**src/rtl/fp_addsub_pipe.sv**
```systemverilog
// Parametrised floating-point add/subtract unit: one operation at a time through
// ALIGN -> ADD -> NORM -> ROUND, round-to-nearest-even, flush-to-zero, valid/ready on both sides.
module fp_addsub_pipe #(
  parameter int EXP_W = 8,
  parameter int MAN_W = 23
) (
  input  logic                 clk,
  input  logic                 reset_n,
  input  logic                 in_valid,
  output logic                 in_ready,
  input  logic [EXP_W+MAN_W:0] a,
  input  logic [EXP_W+MAN_W:0] b,
  input  logic                 sub,
  output logic                 out_valid,
  input  logic                 out_ready,
  output logic [EXP_W+MAN_W:0] result,
  output logic                 overflow,
  output logic                 underflow,
  output logic                 inexact,
  output logic                 invalid
);

  localparam int W      = 1 + EXP_W + MAN_W;
  localparam int SIG_W  = MAN_W + 4;  // hidden + fraction + G,R,S
  localparam int SUM_W  = MAN_W + 5;
  localparam int SH_MAX = MAN_W + 3;
  localparam int LZ_W   = $clog2(SIG_W + 1);

  typedef enum logic [2:0] {S_IDLE, S_ALIGN, S_ADD, S_NORM, S_ROUND, S_HOLD} state_t;

  state_t state_q, state_d;

  // NOTE: clocked state uses non-blocking assignments so every register samples pre-edge values.
  always_ff @(posedge clk or negedge reset_n) begin
    if (!reset_n) state_q <= S_IDLE;
    else          state_q <= state_d;
  end

  // NOTE: next-state is defaulted first so no path through the case can infer a latch.
  always_comb begin
    state_d = state_q;
    case (state_q)
      S_IDLE:  if (in_valid) state_d = S_ALIGN;
      S_ALIGN: state_d = S_ADD;
      S_ADD:   state_d = S_NORM;
      S_NORM:  state_d = S_ROUND;
      S_ROUND: state_d = S_HOLD;
      S_HOLD:  if (out_ready) state_d = S_IDLE;
      default: state_d = S_IDLE;
    endcase
  end

  assign in_ready = (state_q == S_IDLE);

  // ---------------- operand decode (ALIGN) ----------------
  logic [W-1:0]       op_a, op_b;
  logic               op_sub;
  logic               sa, sb;
  logic [EXP_W-1:0]   ea, eb;
  logic [MAN_W-1:0]   ma, mb;
  logic               a_nan, b_nan, a_inf, b_inf, a_zero, b_zero, swap;
  logic [W-2:0]       a_mag, b_mag;
  logic [SIG_W-1:0]   a_sig, b_sig, big_sig, small_sig, small_shift, lost_mask;
  logic [EXP_W-1:0]   big_exp, small_exp, diff;
  logic               big_sign;
  int                 sh_amt;
  logic               sp_hit;
  logic               sp_inv;
  logic [W-1:0]       sp_word;

  localparam logic [W-1:0] QNAN = {1'b0, {EXP_W{1'b1}}, 1'b1, {(MAN_W-1){1'b0}}};

  assign sa = op_a[W-1];
  assign sb = op_b[W-1] ^ op_sub;  // effective sign of B
  assign ea = op_a[W-2:MAN_W];
  assign eb = op_b[W-2:MAN_W];
  assign ma = op_a[MAN_W-1:0];
  assign mb = op_b[MAN_W-1:0];

  assign a_nan  = (ea == '1) && (ma != '0);
  assign b_nan  = (eb == '1) && (mb != '0);
  assign a_inf  = (ea == '1) && (ma == '0);
  assign b_inf  = (eb == '1) && (mb == '0);
  assign a_zero = (ea == '0);
  assign b_zero = (eb == '0);

  assign a_mag = a_zero ? '0 : op_a[W-2:0];
  assign b_mag = b_zero ? '0 : op_b[W-2:0];
  assign a_sig = a_zero ? '0 : {1'b1, ma, 3'b000};
  assign b_sig = b_zero ? '0 : {1'b1, mb, 3'b000};
  assign swap  = (b_mag > a_mag);

  assign big_sign  = swap ? sb    : sa;
  assign big_exp   = swap ? eb    : ea;
  assign big_sig   = swap ? b_sig : a_sig;
  assign small_exp = swap ? ea    : eb;
  assign small_sig = swap ? a_sig : b_sig;
  assign diff      = big_exp - small_exp;

  // Alignment shift; every bit pushed past S is folded into S.
  always_comb begin
    sh_amt      = (int'(diff) > SH_MAX) ? SH_MAX : int'(diff);
    lost_mask   = ~({SIG_W{1'b1}} << sh_amt);
    small_shift = small_sig >> sh_amt;
    small_shift[0] = small_shift[0] | (|(small_sig & lost_mask));
  end

  always_comb begin
    sp_hit  = a_nan | b_nan | a_inf | b_inf;
    sp_inv  = 1'b0;
    sp_word = QNAN;
    if (a_nan || b_nan) begin
      sp_inv = 1'b1;
    end else if (a_inf && b_inf) begin
      if (sa != sb) sp_inv  = 1'b1;
      else          sp_word = {sa, {EXP_W{1'b1}}, {MAN_W{1'b0}}};
    end else if (a_inf) begin
      sp_word = {sa, {EXP_W{1'b1}}, {MAN_W{1'b0}}};
    end else if (b_inf) begin
      sp_word = {sb, {EXP_W{1'b1}}, {MAN_W{1'b0}}};
    end
  end

  // ---------------- stage registers ----------------
  logic [SIG_W-1:0] al_big, al_small;
  logic [EXP_W-1:0] al_exp;
  logic             al_sign, al_eff_sub, al_zero_sign;
  logic             sp_hit_q, sp_inv_q;
  logic [W-1:0]     sp_word_q;
  logic [SUM_W-1:0] ad_sum;
  logic [SIG_W-1:0] nm_man;
  logic [EXP_W:0]   nm_exp;
  logic             nm_zero, nm_uf;

  logic [SIG_W-1:0] norm_man;
  int               norm_exp_i;
  logic [LZ_W-1:0]  lz;

  function automatic logic [LZ_W-1:0] lzc(input logic [SIG_W-1:0] v);
    logic [LZ_W-1:0] cnt;
    cnt = LZ_W'(SIG_W);
    for (int i = 0; i < SIG_W; i++) if (v[i]) cnt = LZ_W'(SIG_W - 1 - i);
    return cnt;
  endfunction

  assign lz = lzc(ad_sum[SIG_W-1:0]);

  always_comb begin
    if (ad_sum[SUM_W-1]) begin
      norm_man    = ad_sum[SUM_W-1:1];
      norm_man[0] = ad_sum[1] | ad_sum[0];
      norm_exp_i  = int'(al_exp) + 1;
    end else begin
      norm_man    = ad_sum[SIG_W-1:0] << lz;
      norm_exp_i  = int'(al_exp) - int'(lz);
    end
  end

  // NOTE: datapath registers carry no reset; they are always written before being consumed.
  always_ff @(posedge clk) begin
    case (state_q)
      S_IDLE: if (in_valid) begin
        op_a   <= a;
        op_b   <= b;
        op_sub <= sub;
      end
      S_ALIGN: begin
        al_big       <= big_sig;
        al_small     <= small_shift;
        al_exp       <= big_exp;
        al_sign      <= big_sign;
        al_eff_sub   <= sa ^ sb;
        al_zero_sign <= sa & sb;
        sp_hit_q     <= sp_hit;
        sp_inv_q     <= sp_inv;
        sp_word_q    <= sp_word;
      end
      S_ADD: ad_sum <= al_eff_sub ? ({1'b0, al_big} - {1'b0, al_small})
                                  : ({1'b0, al_big} + {1'b0, al_small});
      S_NORM: begin
        nm_man  <= norm_man;
        nm_exp  <= norm_exp_i[EXP_W:0];
        nm_zero <= (ad_sum == '0);
        nm_uf   <= (norm_exp_i <= 0);
      end
      default: ;
    endcase
  end

  // ---------------- ROUND ----------------
  logic             g_bit, r_bit, s_bit, rnd_inc;
  logic [MAN_W+1:0] rnd_sig;
  logic [EXP_W:0]   rnd_exp;
  logic [MAN_W-1:0] rnd_frac;
  logic [W-1:0]     fin_result;
  logic [3:0]       fin_flags;  // {overflow, underflow, inexact, invalid}

  assign g_bit    = nm_man[2];
  assign r_bit    = nm_man[1];
  assign s_bit    = nm_man[0];
  assign rnd_inc  = g_bit & (r_bit | s_bit | nm_man[3]);
  assign rnd_sig  = {1'b0, nm_man[SIG_W-1:3]} + {{(MAN_W+1){1'b0}}, rnd_inc};
  assign rnd_exp  = nm_exp + {{EXP_W{1'b0}}, rnd_sig[MAN_W+1]};
  assign rnd_frac = rnd_sig[MAN_W+1] ? rnd_sig[MAN_W:1] : rnd_sig[MAN_W-1:0];

  always_comb begin
    fin_result = '0;
    fin_flags  = 4'b0000;
    if (sp_hit_q) begin
      fin_result = sp_word_q;
      fin_flags  = {3'b000, sp_inv_q};
    end else if (nm_zero) begin
      fin_result = {al_zero_sign, {(W-1){1'b0}}};
    end else if (nm_uf) begin
      fin_result = {al_sign, {(W-1){1'b0}}};
      fin_flags  = 4'b0110;
    end else if (rnd_exp >= {1'b0, {EXP_W{1'b1}}}) begin
      fin_result = {al_sign, {EXP_W{1'b1}}, {MAN_W{1'b0}}};
      fin_flags  = 4'b1010;
    end else begin
      fin_result = {al_sign, rnd_exp[EXP_W-1:0], rnd_frac};
      fin_flags  = {2'b00, g_bit | r_bit | s_bit, 1'b0};
    end
  end

  always_ff @(posedge clk or negedge reset_n) begin
    if (!reset_n) begin
      out_valid <= 1'b0;
      result    <= '0;
      overflow  <= 1'b0;
      underflow <= 1'b0;
      inexact   <= 1'b0;
      invalid   <= 1'b0;
    end else begin
      if (state_q == S_IDLE && in_valid) begin
        {overflow, underflow, inexact, invalid} <= 4'b0000;
      end
      if (state_q == S_ROUND) begin
        out_valid <= 1'b1;
        result    <= fin_result;
        {overflow, underflow, inexact, invalid} <= fin_flags;
      end
      if (state_q == S_HOLD && out_ready) out_valid <= 1'b0;
    end
  end

endmodule
```
**config.mk**
```make
export PLATFORM = sky130hd
export DESIGN_NAME = fp_addsub_pipe
export DESIGN_NICKNAME = d
export VERILOG_FILES = /design/src/rtl/fp_addsub_pipe.sv
export SDC_FILE = /design/constraint.sdc
export NUM_CORES = 1
export LEC_CHECK = 0
export ABC_AREA = 0
export CAP_MARGIN = 20
export CORE_MARGIN = 1.5
export CORE_UTILIZATION = 40
export DETAILED_ROUTE_END_ITERATION = 7
export PLACE_DENSITY = 0.66
export SYNTH_ARGS = -nofsm -noshare
export SYNTH_HDL_FRONTEND = slang
export SYNTH_SLANG_ARGS = --single-unit
```
**constraint.sdc**
```tcl
create_clock -name clk -period 6.7 [get_ports clk]
set_input_delay 2.01 -clock clk [delete_from_list [all_inputs] [get_ports clk]]
set_output_delay 2.01 -clock clk [all_outputs]
set_load 0.01 [all_outputs]
```
==> flow_metrics.env <==
export IMPL_htree_levels=1
export IMPL_synth_area_sq_um=16200
export IMPL_fin_crit_ps=6400
export IMPL_root_buffer="clkbuf_16"
export IMPL_via_per_inst=5.81
export IMPL_antenna_found_initial=0
export IMPL_start_util=0.406
export IMPL_yosysWarningCount=0
export IMPL_grtUsageTotal=0.234
export IMPL_synthXorXnorAreaFrac=0.0520
export IMPL_rsz0062_at_grt="no"
export IMPL_cts_inserted_buffers=27
export IMPL_worst_endpoint_arrival_ps=6830
export IMPL_drc_errors=0
export IMPL_ant_nets=0
export IMPL_grt_max_degree=67
export IMPL_post_cts_setup_buffers=0
export IMPL_clkLatencyLatePin_ps=570
export IMPL_portBuffers=106
export IMPL_p_leak_uw=0.00712
export IMPL_antennaDiodeCount=0
export IMPL_rows=73
export IMPL_slowest_stage="or4_1"
export IMPL_power_total_uw=9520
export IMPL_final_cell_mix="nand2_1 (228), edfxtp_1 (197), nor2_1 (166)"
export IMPL_ys_flop_type="edfxtp_1"
export IMPL_synth_adder_area_share=0.0527
export IMPL_dp_cells=2344
export IMPL_clk_pin_slew_ps=60
export IMPL_finalSetupTns_ps=0
export IMPL_cts_tree="done"
export IMPL_synth_top_family_by_area="simple AND/OR/NAND/NOR gates"
export IMPL_slew_violations=0
export IMPL_hp_class="reg -> reg"
export IMPL_cp_max_fo=21
export IMPL_crit_required_ps=7140
export IMPL_vias=13900
export IMPL_end_kind="flop"
export IMPL_dp_hpwl_mm=38.6
export IMPL_synth_compound_area_frac=0.182
export IMPL_status="finished, final reports clean"
export IMPL_ios=107
export IMPL_clock_sinks=237
export IMPL_grt_ovfl_total=0
export IMPL_areaGrowthSynthToFinish_pct=18.7
export IMPL_grt_pass1_wl_mm=75.6
export IMPL_cts_resized=0
export IMPL_peakVddDrop_v=0.000286
export IMPL_power_density_nw_per_um2=496
export IMPL_ys_async_sr_fraction=0.169
export IMPL_max_slew_margin=0.320
export IMPL_worst_setup_path_type="reg -> reg"
export IMPL_wirelength_mm=49.1
export IMPL_synthesis_nets=1852
export IMPL_slowest_delay_ps=590
export IMPL_cts_hold_buf=0
export IMPL_synthSimpleGateAreaFrac=0.188
export IMPL_avgSynthCellArea_sq_um=9.39
export IMPL_ys_ff_latch=237
export IMPL_post_route_period_util=0.955
export IMPL_hold_viol=0
export IMPL_nNetsFinal=1979
export IMPL_dr_pass1_iters=6
export IMPL_grt_pass1_vias=13400
export IMPL_max_freq_ghz=0.156
export IMPL_wire_per_inst_microns=20.5
export IMPL_die_area_sq_um=41600
export IMPL_gp_congestion=1.00
export IMPL_worst_path_most_repeated_cell="a211o_1"
export IMPL_synth_edff_count=197
export IMPL_final_common_cell="nand2_1"
export IMPL_core_area_sq_um=39800
export IMPL_die_h_microns=204
export IMPL_tightestPinTransition_ps=1020
export IMPL_syn_inst=1722
export IMPL_finalClockSkew_ps=14.0
export IMPL_cts_buffer_depth=3
export IMPL_die_w_microns=204
export IMPL_synth_mux_area_fraction=0.0644
export IMPL_start_kind="flop"
export IMPL_yosysUniqueCellTypes=87
export IMPL_first_iter_violations=1224
export IMPL_cap_violations=0
export IMPL_setup_viol=0
export IMPL_drive_above_1_share=0.0974
export IMPL_final_cells=2394
export IMPL_ys_seq_area_frac=0.428
[worst paths after layout]
| path | from | endpoint | slack [ps] | cells past startpoint |
|---|---|---|---|---|
| max | op_a[27] | al_small[0] | 300 | 25 |
| min | result[16] | result[16] | 470 | 2 |
| max reg2reg | op_a[27] | al_small[0] | 300 | 25 |
| min reg2reg | result[16] | result[16] | 470 | 2 |
| max in group asynchronous | reset_n | result[10] | 4620 | 1 |
| min in group asynchronous | reset_n | result[31] | 1550 | 1 |
[state kept, by name (all words and copies together), names as in the netlist, 2 cells and up]
signal	count
ad_sum	28
al_big	24
al_exp	8
al_small	27
nm_exp	9
nm_man	27
op_a	32
op_b	32
result	32
sp_word_q	2
state_q	3
[kinds of logic after synthesis]
group | count (synthesis)
AO/OA/AOI/OAI | 452
multiplexers | 84
flip-flops | 237
adder cells (fa/ha/maj) | 69
AND/OR/NAND/NOR | 647
buffers and inverters | 137
XOR/XNOR | 96
[area by class of cell]
| cell class | count | area (sq um) |
|---|---|---|
| inverters | 53 | 199 |
| flip-flops and latches | 237 | 6920 |
| clock buffers | 37 | 786 |
| repair buffers | 182 | 1640 |
| clock inverters | 12 | 159 |
| fillers | 3751 | 20600 |
| multi-input cells | 1348 | 8830 |
| well taps | 525 | 657 |
[metal layers]
metal / part of all wire / routed length, microns / global-route usage / vias up
met5: 0 / 0 / 0 / -
met4: 0.052 / 2540 / 0.110 / 0
li1: - / - / - / 6655
met3: 0.054 / 2630 / 0.0269 / 135
met1: 0.40 / 19700 / 0.282 / 6610
met2: 0.49 / 24300 / 0.416 / 520
[cell usage after synthesis (11+ instances only)]
library cell  count  area (sq um)
and3_1           15          93.8
a211oi_1         16           120
o21ai_0         131           656
nand2b_1         16           100
o21bai_1         13          97.6
a21o_1           13          97.6
xnor2_1          59           517
inv_1            50           188
dfrtp_1          40          1000
edfxtp_1        197          5920
clkbuf_1         63           236
a21oi_1         100           500
a31oi_1          20           125
mux4_2           15           338
and2_1           30           188
xor2_1           37           324
a221oi_1         11          96.3
nor3_1           43           215
o211ai_1         24           180
nand4_1          16           100
nor4_1           25           156
ha_1             60           751
mux2i_1          62           621
nand2_1         231           867
nor2b_1          16           100
nor2_1          167           627
nand3_1          45           225
[critical path: cells and delay by family (launching register included)]
kind | cells | cell delay, ps
AOI/OAI and AO/OA | 15 | 3410
adders and majority gates | 2 | 500
buffers and inverters | 3 | 630
DFF | 1 | 450
and+or+nand+nor | 5 | 1270
[where the power goes]
group	internal [uW]	switching [uW]	total [uW]
Sequential	2350	477	2830
Combinational	2070	3070	5140
Clock	940	609	1550
[metrics by stage]
stage | hold WS (ps) | setup WS [ps] | utilization | instance area (sq um)
6_report | 475 | 303 | 0.482 | 19200
5_1_grt | 500 | 9.72 | 0.482 | 19200
4_1_cts | 483 | 115 | 0.481 | 19100
3_5_place_dp | 470 | 127 | 0.457 | 18200
3_3_place_gp | 463 | 303 | 0.457 | 18200
2_1_floorplan | 445 | 21.2 | - | 16200
Note: power is estimated with default switching activity, not from simulation.
